[src/rtl/ccr_unit.sv]
// Condition-code register: ALU flag capture, branch evaluation with flag clear,
// and an optional interrupt shadow stack enabled by defining CCR_SHADOW_EN.
module ccr_unit #(
  parameter int SHADOW_DEPTH = 2
) (
  input  logic       CLK,
  input  logic       RST,
  input  logic       Stall,
  input  logic [3:0] Alu_Flags,
  input  logic [3:0] Flag_WE,
  input  logic       Br_Req,
  input  logic [1:0] Br_Cond,
  input  logic       Int_Save,
  input  logic       Int_Restore,
  output logic [3:0] CCR,
  output logic       Carry_In,
  output logic       Br_Taken,
  output logic       Shadow_Err
);

  logic [3:0] ccr_p1;
  logic       br_taken_p1;
  logic       br_hit;
  logic [3:0] ccr_upd;
  logic [3:0] ccr_nxt;

  // Branch clear is applied first so a same-cycle ALU write to that flag wins.
  always_comb begin
    br_hit  = Br_Req & ccr_p1[Br_Cond];
    ccr_upd = ccr_p1;
    if (br_hit) ccr_upd[Br_Cond] = 1'b0;
    ccr_upd = (ccr_upd & ~Flag_WE) | (Alu_Flags & Flag_WE);
  end

`ifdef CCR_SHADOW_EN
  localparam int CNT_W = $clog2(SHADOW_DEPTH + 1);
  localparam logic [CNT_W-1:0] DEPTH_C = CNT_W'(SHADOW_DEPTH);

  logic [CNT_W-1:0] cnt_p1;
  logic             err_p1;
  logic [3:0]       stack_p1 [SHADOW_DEPTH];
  logic [3:0]       top;
  logic             push;
  logic             pop;

  // Simultaneous save and restore cancel each other out.
  assign push = Int_Save & ~Int_Restore;
  assign pop  = Int_Restore & ~Int_Save;

  always_comb begin
    top = '0;
    for (int i = 0; i < SHADOW_DEPTH; i++)
      if (cnt_p1 == CNT_W'(i + 1)) top = stack_p1[i];
  end

  always_comb begin
    ccr_nxt = ccr_upd;
    if (pop) ccr_nxt = (cnt_p1 != '0) ? top : ccr_p1;
  end

  always_ff @(posedge CLK or posedge RST) begin
    if (RST) begin
      cnt_p1 <= '0;
      err_p1 <= 1'b0;
    end else if (!Stall) begin
      if (push) begin
        if (cnt_p1 == DEPTH_C) err_p1 <= 1'b1;
        else                   cnt_p1 <= cnt_p1 + 1'b1;
      end
      if (pop) begin
        if (cnt_p1 == '0) err_p1 <= 1'b1;
        else              cnt_p1 <= cnt_p1 - 1'b1;
      end
    end
  end

  // Stack entries carry no reset; the count alone defines which are live.
  always_ff @(posedge CLK) begin
    if (!Stall && push && (cnt_p1 != DEPTH_C)) begin
      for (int i = 0; i < SHADOW_DEPTH; i++)
        if (cnt_p1 == CNT_W'(i)) stack_p1[i] <= ccr_p1;
    end
  end

  assign Shadow_Err = err_p1;
`else
  localparam int unused_depth = SHADOW_DEPTH;
  logic unused_int;

  assign unused_int = Int_Save ^ Int_Restore;
  assign ccr_nxt    = ccr_upd;
  assign Shadow_Err = 1'b0;
`endif

  // Execute-stage register boundary
  always_ff @(posedge CLK or posedge RST) begin
    if (RST) begin
      ccr_p1      <= '0;
      br_taken_p1 <= 1'b0;
    end else if (!Stall) begin
      ccr_p1      <= ccr_nxt;
      br_taken_p1 <= br_hit;
    end
  end

  assign CCR      = ccr_p1;
  assign Carry_In = ccr_p1[2];
  assign Br_Taken = br_taken_p1;

endmodule

[config.mk]
export PLATFORM = sky130hd
export DESIGN_NAME = ccr_unit
export DESIGN_NICKNAME = d
export VERILOG_FILES = /design/src/rtl/ccr_unit.sv
export SDC_FILE = /design/constraint.sdc
export NUM_CORES = 1
export LEC_CHECK = 0
export BUFFER_PORTS_ARGS = -buffer_cell sky130_fd_sc_hd__buf_2
export CORE_AREA = 2 2 39 41
export DETAILED_ROUTE_END_ITERATION = 7
export DIE_AREA = 0 0 41 43
export MAX_ROUTING_LAYER = met4
export SKIP_CTS_REPAIR_TIMING = 1
export SLEW_MARGIN = 30
export SYNTH_ARGS = -nofsm -noshare
export SYNTH_HDL_FRONTEND = slang
export SYNTH_SLANG_ARGS = --single-unit
[constraint.sdc]
create_clock -name CLK -period 1.55 [get_ports CLK]
set_clock_uncertainty 0.15 [all_clocks]
set_input_delay 0 -clock CLK [delete_from_list [all_inputs] [get_ports CLK]]
set_output_delay 0 -clock CLK [all_outputs]
set_load 0.03 [all_outputs]
== Word level (Yosys, flattened, before mapping) ==
Cells that the tools add are included.

* Magnitude comparators: 2
* Mux-type cells: 5
* Bitwise logic cells: 7
* Reduce and logical (&&, ||, !) cells: 1

{| class="wikitable"
|+ Operator list
! cell !! count
|-
| AND 4 bit || 3
|-
| NOT 4 bit || 2
|-
| two-way mux 4 bit || 1
|-
| bitwise OR 4 bit || 1
|-
| < comparator 2 x 3 -> 1 bit, second input constant || 1
|-
| binary-select mux 1 bit (select 2 bit) || 1
|-
| demux 1 bit (select 2 bit) || 1
|-
| greater-or-equal comparator 2 x 1 -> 1 bit, second input constant || 1
|-
| two-way mux 1 bit || 2
|-
| AND 1 bit || 1
|-
| logical AND 1 bit || 1
|}

* Bits in registers: 5
* Input bits: 16
* Output and inout port bits: 7
* Word-level logic and storage cells: 17

== Depth between registers and ports, before layout ==
Gate-level depths: netlist (run 1).

* Depth in word-level cells: 9
* Mapped depth: 3
* Gate-level depth less buffers: 2

== Worst setup path after synthesis (run 1) ==
OpenSTA, ideal clock, no wires.

* Path kind: reg2reg
* From: reg with a tool-made name
* To: reg br_taken_p1, in the netlist Br_Taken
* Setup time: 0.132 ns
* Arrival time: 0.793 ns
* Required time: 1.268 ns
* Path slack: 0.475 ns
* Cell stages (with the launch flop): 3
* Path buffers: 0
* Period minus slack after synthesis: 1.075 ns
* Cells stage by stage: dfrtp_1 mux2i_1 o221ai_2

{| class="wikitable"
|+ RTL lines
! what !! RTL line !! text
|-
| end signal, assigned || 102 || <nowiki>br_taken_p1 <= br_hit;</nowiki>
|-
| end, declared || 22 || <nowiki>logic br_taken_p1;</nowiki>
|}

== Final worst setup path (run 1) ==
* From: in Br_Req
* To: reg br_taken_p1, in the netlist Br_Taken

* Word-level cells in the longest chain between the ends: 1

{| class="wikitable"
|+ RTL lines
! what !! RTL line !! text
|-
| start, declared || 11 || <nowiki>input logic Br_Req,</nowiki>
|-
| AND 1 bit || 29 || <nowiki>br_hit = Br_Req & ccr_p1[Br_Cond];</nowiki>
|}

No other way between the ends.
A chain may end at the register's enable or synchronous reset.

==> metrics.yaml, run 1 <==
synthesis:
  synth_area_sq_um: 362
  synth_nets: 51
  synth_top_cells_by_area: "dfrtp_1 (35%), nand3b_1 (8.3%), buf_4 (6.2%)"
  avgSynthCellArea_sq_um: 10.3
  syn_inst: 35
  synth_top_area_share_pct: 34.6
  yosysTopAreaCell: "dfrtp_1"
  synth_cell_types: 18
  synth-seq-area-share_pct: 34.6
  ys_seq_elements: 5
  yosysWarnings: 0
setup_path:
  cp-endpoint: "Br_Taken"
  crit_path_max_fanout: 6
  crit_start: "Br_Req"
  ff2ff_setup_slack_ps: 590
  end_kind: "flop"
  timing.rr.end: "Br_Taken"
  critPathLaunchType: "input port"
  required_ps: 1520
  critPathArrivalTime_ps: 1390
  reg2reg_depth: 2
  path_class: "input port to flop"
layout:
  register_area_sq_um: 125
  final_util_pct: 44.8
  drive_gt1_share_pct: 39.1
  multi_input_area_sq_um: 199
  area_growth_pct: 71.6
  nFillCells: 137
  antenna_cells: 0
  nets: 86
drt:
  drtPass1Iterations: 3
  wl_um: 836
  wl_per_cell_um: 9.84
  drtIter0Drc: 4
  avgViaCountPerCell: 4.28
  vias: 364
  drc: 0
  postRouteAntennaNets: 0
clock_network:
  clockBufferDepth: 2
  clkLatencyLatePin_ps: 240
  cts_buffers: 3
  cts_sinks: 5
  cts_root_buf: "clkbuf_4"
  cts_tree: "built"
  clkTransAtPathRegs_ps: 40
  htreeDepth: 1
timing:
  fin_crit_ps: 1430
  setup_tns_ps: 0
  hold_viol: 0
  max_freq_mhz: 701
  rsz0062_at_grt: "false"
  setup_viol: 0
  holdWs_ps: 6.80
  layout_setup_ws_ps: 124
  fin_crit_sh_pct: 92.0
  report.final.slew_viol_count: 0
floorplan:
  rows: 14
  start_util_pct: 26.1
  dieArea_sq_um: 1760
  die_y_um: 43
  die_x_um: 41
  core_area_sq_um: 1380
  ios: 23
power:
  power_w: 0.000471
  ir_worst_vdd_v: 0.000362
  powerDensity_nw_per_um2: 759
  leakagePower_nw: 0.287
flow_run:
  max-cap-violations: 0
global_routing:
  grt_pass1_wl_um: 1210
  overflow: 0
  antenna_found_initial: 0
  grt_max_degree: 16
  first_global_vias: 283
  gr-usage-all-layers_pct: 10.9
min_path:
  min_path_type: "input port to flop"
run_status:
  run_status: "complete, no violations"
place:
  place_ws_ps: 546
  portBuffers: 19
  post-dp-hpwl_um: 586
  place_congestion: 0.646
-- logic make-up after synthesis --
group	synth area share, %
compound gates	12.8
buf+inv	10.4
flops	34.6
mux	5.54
other cells	1.04
simple gates	35.6
-- layout by cell type (no fill, tap or decap), drive strengths merged --
| cell type | instances |
|---|---|
| a31o | 1 |
| and3b | 1 |
| and4bb | 1 |
| buf | 19 |
| clkbuf | 4 |
| conb | 1 |
| dfrtp | 5 |
| dlygate4sd3 | 14 |
| inv | 4 |
| mux2i | 2 |
| nand2 | 1 |
| nand2b | 1 |
| nand3b | 4 |
| nand4b | 1 |
| nor2b | 3 |
| nor4b | 1 |
| nor4bb | 1 |
| o221ai | 1 |
| o31ai | 3 |
| or3b | 1 |
-- worst max-delay path: stages --
cell and delay (ps):
dlygate4sd3_1 530, buf_2 150, nand3b_1 70, dlygate4sd3_1 560
o221ai_2 80
-- where the power goes --
group,internal (W),switching [W]
Combinational,0.0000726,0.0000862
Sequential,0.000148,0.0000126
Clock,0.0000974,0.0000546
-- final cells by class --
| class | instances | area share [%] |
|---|---|---|
| Multi-Input combinational cell | 23 | 32.1 |
| Tap cell | 16 | 3.23 |
| Sequential cell | 5 | 20.2 |
| Clock buffer | 4 | 4.23 |
| Timing Repair Buffer | 33 | 37.9 |
| Inverter | 4 | 2.42 |
-- per-stage QoR --
stage               cell area, sq um  cells
floorplan                        362     35
global placement                 454     67
detailed placement               454     67
CTS                              480     71
global route                     621     85
finish                           621     85
-- layer usage --
layer	wire, um	track usage [%]	share of wire, %	vias up
met3	66	7.85	7.9	0
li1	-	-	-	191
met4	0	4.00	0	0
met1	392	14.2	47	159
met2	377	12.8	45	14
met5	0	-	0	-
-- cells in the mapped netlist, drive strengths merged --
library cell	count
a31o	1
and3b	1
and4bb	1
buf	3
conb	1
dfrtp	5
inv	4
mux2i	2
nand2	1
nand2b	1
nand3b	4
nand4b	1
nor2b	3
nor4b	1
nor4bb	1
o221ai	1
o31ai	3
or3b	1
-- worst min-delay path by stage --
stage,from,to,slack [ps],cells after the start
after floorplan,RST,Br_Taken,-370,1
after CTS,RST,async pin,-500,2
final,Stall,Br_Taken,7,3
after detailed placement,RST,Br_Taken,-240,2
after global routing,Br_Cond[0],flop,10,3
after global placement,RST,async pin,-240,2
Power figures use the tool's default switching activity.
==> run 2, diff against run 1 <==
- PLACE_DENSITY: unset -> 0.51
==> run 2 against run 1 <==
Against the previous run: the flow now finishes with violations (hold timing); core utilization down 0.72 points; design area down 1.6%; critical path depth unchanged; global-route usage down 1.1 points; power down 2.1%; sequential cell count unchanged; sequential share of layout area up 0.33 points; cell count down 1.2%; routed wire length down 4.5%; critical path type unchanged; largest cell class unchanged.
==> metrics.yaml, run 2 (same netlist as run 1, synthesis figures left out) <==
timing:
  rsz0062_at_grt: "false"
  fin_crit_ps: 1360  # -62.6 ps
  hold_viol: 1  # +1
  report.final.slew_viol_count: 0  # unchanged
  setup_tns_ps: 0  # unchanged
  fin_crit_sh_pct: 87.9  # -4.0 points
  holdWs_ps: -24.4  # -31.2 ps
  max_freq_mhz: 734  # +4.6%
  setup_viol: 0  # unchanged
drt:
  vias: 363  # -0.27%
  postRouteAntennaNets: 0  # unchanged
  wl_per_cell_um: 9.50  # -3.4%
  drc: 0  # unchanged
  avgViaCountPerCell: 4.32  # +0.91%
  drtPass1Iterations: 2  # -1
  wl_um: 798  # -4.5%
  drtIter0Drc: 3  # -1
setup_path:
  required_ps: 1510  # about the same
  end_kind: "flop"
  cp_slowest_cell: "dlygate4sd3_1"
  crit_path_max_fanout: 1  # -5
  path_cells: "dlygate4sd3_1, buf_2, nand3b_1, dlygate4sd3_1, o31ai_1"
  crit_top_cell: "dlygate4sd3_1"
  critPathLaunchType: "input port"
  ff2ff_setup_slack_ps: 580  # about the same
  timing.rr.end: "Br_Taken"
  critPathArrivalTime_ps: 1320  # -70 ps
  path_class: "input port to flop"
  cpPeakStageDelay_ps: 540  # -20 ps
  reg2reg_depth: 2  # unchanged
run_status:
  run_status: "complete, but fails checks"
  failed_checks: "hold timing"
layout:
  layout_common_cells: "buf_2 (19), dlygate4sd3_1 (13), dfrtp_1 (5), inv_1 (4), nand3b_1 (4)"
  nets: 85  # -1.2%
  nFillCells: 142  # +3.6%
  drive_gt1_share_pct: 39.7  # +0.58 points
  final_common_cell: "buf_2"
  area_growth_pct: 68.9
  antenna_cells: 0  # unchanged
place:
  portBuffers: 19  # unchanged
  place_congestion: 0.636  # -1.6%
  post-dp-hpwl_um: 578  # -1.5%
power:
  power_w: 0.000461  # -2.1%
  powerDensity_nw_per_um2: 755  # -0.49%
  leakagePower_nw: 0.285  # -0.72%
  ir_worst_vdd_v: 0.000365  # +0.79%
global_routing:
  grt_max_degree: 16  # unchanged
  overflow: 0  # unchanged
  first_global_vias: 264  # -6.7%
  gr-usage-all-layers_pct: 9.80  # -1.1 points
  grt_pass1_wl_um: 1120  # -7.5%
  antenna_found_initial: 0  # unchanged
clock_network:
  clkTransAtPathRegs_ps: 40  # about the same
  cts_tree: "built"
  cts_buffers: 3  # unchanged
  htreeDepth: 1  # unchanged
  clockBufferDepth: 2  # unchanged
  cts_sinks: 5  # unchanged
  clkLatencyLatePin_ps: 230  # about the same
  cts_root_buf: "clkbuf_4"
min_path:
  min_path_type: "input port to flop"
  whs_endpoint: "Br_Taken"
  min_from: "Br_Cond[0]"
  hold_depth: 3  # unchanged
floorplan:
  die_x_um: 41  # unchanged
  die_y_um: 43  # unchanged
  start_util_pct: 26.1  # unchanged
  ios: 23  # unchanged
  dieArea_sq_um: 1760  # unchanged
  rows: 14  # unchanged
  core_area_sq_um: 1380  # unchanged
flow_run:
  max-cap-violations: 0  # unchanged
[run 2: cell count changes in the layout (fill, tap and decap cells not counted)]
cell / delta
dlygate4sd3_1: -1
[run 2: layer usage]
| metal | vias up | share of wire (%) | track usage [%] |
|---|---|---|---|
| li1 | 191 | - | - |
| met1 | 157 | 43 | 13.3 |
| met4 | 0 | 0.75 | 6.00 |
| met5 | - | 0 | - |
| met3 | 2 | 8.0 | 3.66 |
| met2 | 13 | 48 | 11.9 |
[run 2: through the flow]
step           cells  utilization [%]  area (sq um)  setup WS (ps)
5_1_grt           84             44.1           611            140
4_1_cts           71             34.7           480            565
6_report          84             44.1           611            187
2_1_floorplan     35                -           362            475
3_3_place_gp      67             32.8           454            552
3_5_place_dp      67             32.8           454            545
[run 2: how the worst max path moves through the flow]
stage,slack [ps],to,cells past startpoint,startpoint
after CTS,570,CCR[2],1,flop
after detailed placement,550,Br_Taken,3,Stall
after global placement,550,Br_Taken,3,Stall
after floorplan,480,Br_Taken,2,flop
final,190,flop,5,Alu_Flags[0]
after global routing,140,flop,5,Flag_WE[2]
[run 2: worst max-delay path, delay by kind of cell]
family | cells | cell delay, ps
compound gates | 1 | 70
buf+inv | 3 | 1190
simple gates | 1 | 60
[run 2: power breakdown]
group | switching (W) | internal (W) | total, W | leakage (nW)
clock network | 0.0000474 | 0.0000970 | 0.000144 | 0.0150
logic | 0.0000861 | 0.0000713 | 0.000157 | 0.207
registers | 0.0000117 | 0.000148 | 0.000159 | 0.0633
[run 2: area by class of cell]
class / count / area (sq um) / share of cell area, %
inverters: 4 / 15.0 / 2.46
well taps: 16 / 20.0 / 3.28
flip-flops and latches: 5 / 125 / 20.5
clock buffers: 4 / 26.3 / 4.30
repair buffers: 32 / 225 / 36.9
multi-input cells: 23 / 199 / 32.6
==> run 3, diff against run 2 <==
- ABC_AREA: unset -> 1
- PLACE_DENSITY: 0.51 -> unset
- PLACE_DENSITY_LB_ADDON: unset -> 0.12
==> run 3 against run 2 <==
Against the previous run: routed wire length up 17%; non-clock buffer count is 1 higher; largest power group is now combinational logic; core utilization is 0.36 points higher; the run still ends with hold timing left; count of clock-buffer cells in the layout stayed put.
==> metrics.yaml, run 3 <==
run_status:
  run_status: "complete, but fails checks"
  failed_checks: "hold timing"
synthesis:
  synth_area_sq_um: 349  # -3.5%
  syn_inst: 51  # +46%
  yosysMostFrequentCell: "nand2_1"
  synth_common_cells: "nand2_1 (19), nand3_1 (8), dfrtp_1 (5)"
  synthSimpleGateAreaFrac_pct: 39.8  # +4.1 points
  synthXorXnorAreaFrac_pct: 0  # unchanged
  ys_seq_elements: 5  # unchanged
  synth_compound_area_share_pct: 8.60  # -4.2 points
  synth_mux_area_share_pct: 0  # -5.5 points
  synth-seq-area-share_pct: 35.8  # +1.2 points
  synth_top_family_by_area: "simple AND/OR/NAND/NOR gates"
  synth_flop_cell: "dfrtp_1"
  synth_top_cells_by_area: "dfrtp_1 (36%), nand2_1 (20%), nand3_1 (11%)"
  avgSynthCellArea_sq_um: 6.84  # -34%
  yosysTopAreaCell: "dfrtp_1"
  synth_cell_types: 11  # -7
  yosysWarnings: 0  # unchanged
  synth_top_area_share_pct: 35.8  # +1.2 points
  synth_nets: 67  # +31%
  synth_adder_area_share_pct: 0  # unchanged
  synth_edf_count: 0  # unchanged
  async_flop_share_pct: 100  # unchanged
layout:
  layout_common_cells: "nand2_1 (19), buf_2 (19), dlygate4sd3_1 (14), nand3_1 (8), dfrtp_1 (5)"
  nets: 103  # +21%
  area_growth_pct: 76.3
  antenna_cells: 0  # unchanged
  final_util_pct: 44.5  # +0.36 points
  drive_gt1_share_pct: 30.2  # -9.5 points
timing:
  fin_crit_sh_pct: 87.3  # -0.63 points
  holdWs_ps: -45.2  # -20.8 ps
  rsz0062_at_grt: "false"
  hold_viol: 3  # +2
  setup_viol: 0  # unchanged
  report.final.slew_viol_count: 0  # unchanged
  setup_tns_ps: 0  # unchanged
  fin_crit_ps: 1350  # -9.71 ps
  max_freq_mhz: 739  # +0.72%
drt:
  drc: 0  # unchanged
  drtIter0Drc: 8  # +5
  vias: 424  # +17%
  postRouteAntennaNets: 0  # unchanged
  drtPass1Iterations: 4  # +2
  wl_per_cell_um: 9.18  # -3.4%
  avgViaCountPerCell: 4.16  # -3.8%
  wl_um: 936  # +17%
flow_run:
  max-cap-violations: 0  # unchanged
setup_path:
  end_kind: "flop"
  path_cells: "dlygate4sd3_1, buf_2, nand3_1, dlygate4sd3_1, nand2_1"
  crit_path_max_fanout: 2  # +1
  cp_num_buf_inv: 3  # unchanged
  critPathLaunchType: "input port"
  required_ps: 1530  # +20 ps
  critPathArrivalTime_ps: 1340  # +20 ps
  crit_top_cell: "dlygate4sd3_1"
  cp_top_family: "buffers and inverters"
  path_class: "input port to flop"
  cpPeakStageDelay_ps: 540  # about the same
  cp_slowest_cell: "dlygate4sd3_1"
clock_network:
  clkTransAtPathRegs_ps: 50  # about the same
  cts_sinks: 5  # unchanged
  clkLatencyLatePin_ps: 240  # about the same
  cts_tree: "built"
  htreeDepth: 1  # unchanged
  cts_root_buf: "clkbuf_4"
  clockBufferDepth: 2  # unchanged
  cts_buffers: 3  # unchanged
power:
  swShare_pct: 33.8  # +2.3 points
  power_frac_clock_pct: 31.2  # about the same
  leakagePower_nw: 0.341  # +20%
  powerDensity_nw_per_um2: 782  # +3.6%
  power_switching_w: 0.000163  # +12%
  p_int_w: 0.000319  # +0.86%
  ir_worst_vdd_v: 0.000377  # +3.5%
  power.share.combinational_pct: 35.7  # +1.6 points
  seq_power_share_pct: 33.0  # -1.6 points
place:
  place_congestion: 0.668  # +5.1%
  post-dp-hpwl_um: 639  # +11%
  portBuffers: 19  # unchanged
min_path:
  min_path_type: "input port to flop"
floorplan:
  ios: 23  # unchanged
  dieArea_sq_um: 1760  # unchanged
  core_area_sq_um: 1380  # unchanged
  start_util_pct: 25.2  # -0.90 points
  die_x_um: 41  # unchanged
  die_y_um: 43  # unchanged
  rows: 14  # unchanged
global_routing:
  busiest_layer: "met1"
  grt_max_degree: 9  # -7
  overflow: 0  # unchanged
  grtUsageMet2_pct: 14.1  # +2.2 points
  use_met1_pct: 14.7  # +1.4 points
  antenna_found_initial: 0  # unchanged
  use_met3_pct: 1.57  # -2.1 points
  first_global_vias: 330  # +25%
  gr-usage-all-layers_pct: 10.9  # +1.1 points
  grt_pass1_wl_um: 1260  # +12%
run 3: cell count changes in the layout (fill, tap and decap cells not counted), sizes merged, moves of 2 or more:
cell | previous run | this run
nand2 | 1 | 21
nand3 | 0 | 8
a21boi | 0 | 4
nand3b | 4 | 0
nor2 | 0 | 4
nor2b | 3 | 0
o31ai | 3 | 0
mux2i | 2 | 0
run 3: cell families (layout without fill, tap and decap cells):
logic type | Yosys count | in the layout
and+or+nand+nor | 33 | 33
AOI/OAI and AO/OA | 4 | 4
other | 1 | 1
buffers and inverters | 8 | 43
DFF | 5 | 5
run 3: layout make-up:
| class | instances | area [sq um] |
|---|---|---|
| Fill cell | 148 | 768 |
| Timing Repair Buffer | 33 | 235 |
| Multi-Input combinational cell | 38 | 173 |
| Sequential cell | 5 | 125 |
| Inverter | 6 | 36.3 |
| Clock buffer | 4 | 26.3 |
| Tap cell | 16 | 20.0 |
run 3: stage by stage:
step                      worst slack [ps]  power (W)  cells  hold slack, ps  instance area, sq um
after floorplan                        333   0.000263     51            -371                   349
after global placement                 437   0.000309     84            -240                   449
after detailed placement               446   0.000308     84            -237                   449
after CTS                              436   0.000467     88            -500                   475
after global routing                   139   0.000515    102            4.28                   616
final                                  197   0.000481    102           -45.2                   616
run 3: routing by layer:
metal,vias to the layer above,share of wire (%)
met5,-,0
met4,0,0
met3,0,4.5
met2,8,50
met1,186,45
li1,230,-
run 3: power by group through the flow:
| stage | clock, W | combinational (W) | sequential, W |
|---|---|---|---|
| after floorplan | 0 | 0.0000709 | 0.000192 |
| after global placement | 0 | 0.000148 | 0.000161 |
| after detailed placement | 0 | 0.000148 | 0.000161 |
| after CTS | 0.000160 | 0.000148 | 0.000159 |
| after global routing | 0.000166 | 0.000189 | 0.000161 |
| final | 0.000150 | 0.000172 | 0.000159 |
run 3: final timing paths:
kind | start | to | slack [ps] | cells after the start
min | Stall | Br_Taken | -50 | 4
min in group asynchronous | RST | async pin | 50 | 3
min reg2reg | Br_Taken | Br_Taken | 320 | 2
max | Flag_WE[1] | flop | 200 | 5
max in group asynchronous | RST | async pin | 1020 | 3
max reg2reg | flop | flop | 440 | 7
run 3: tightest hold or removal path, delay by kind of cell:
kind          cells  cell delay (ps)
buf+inv           1               90
simple gates      3              220
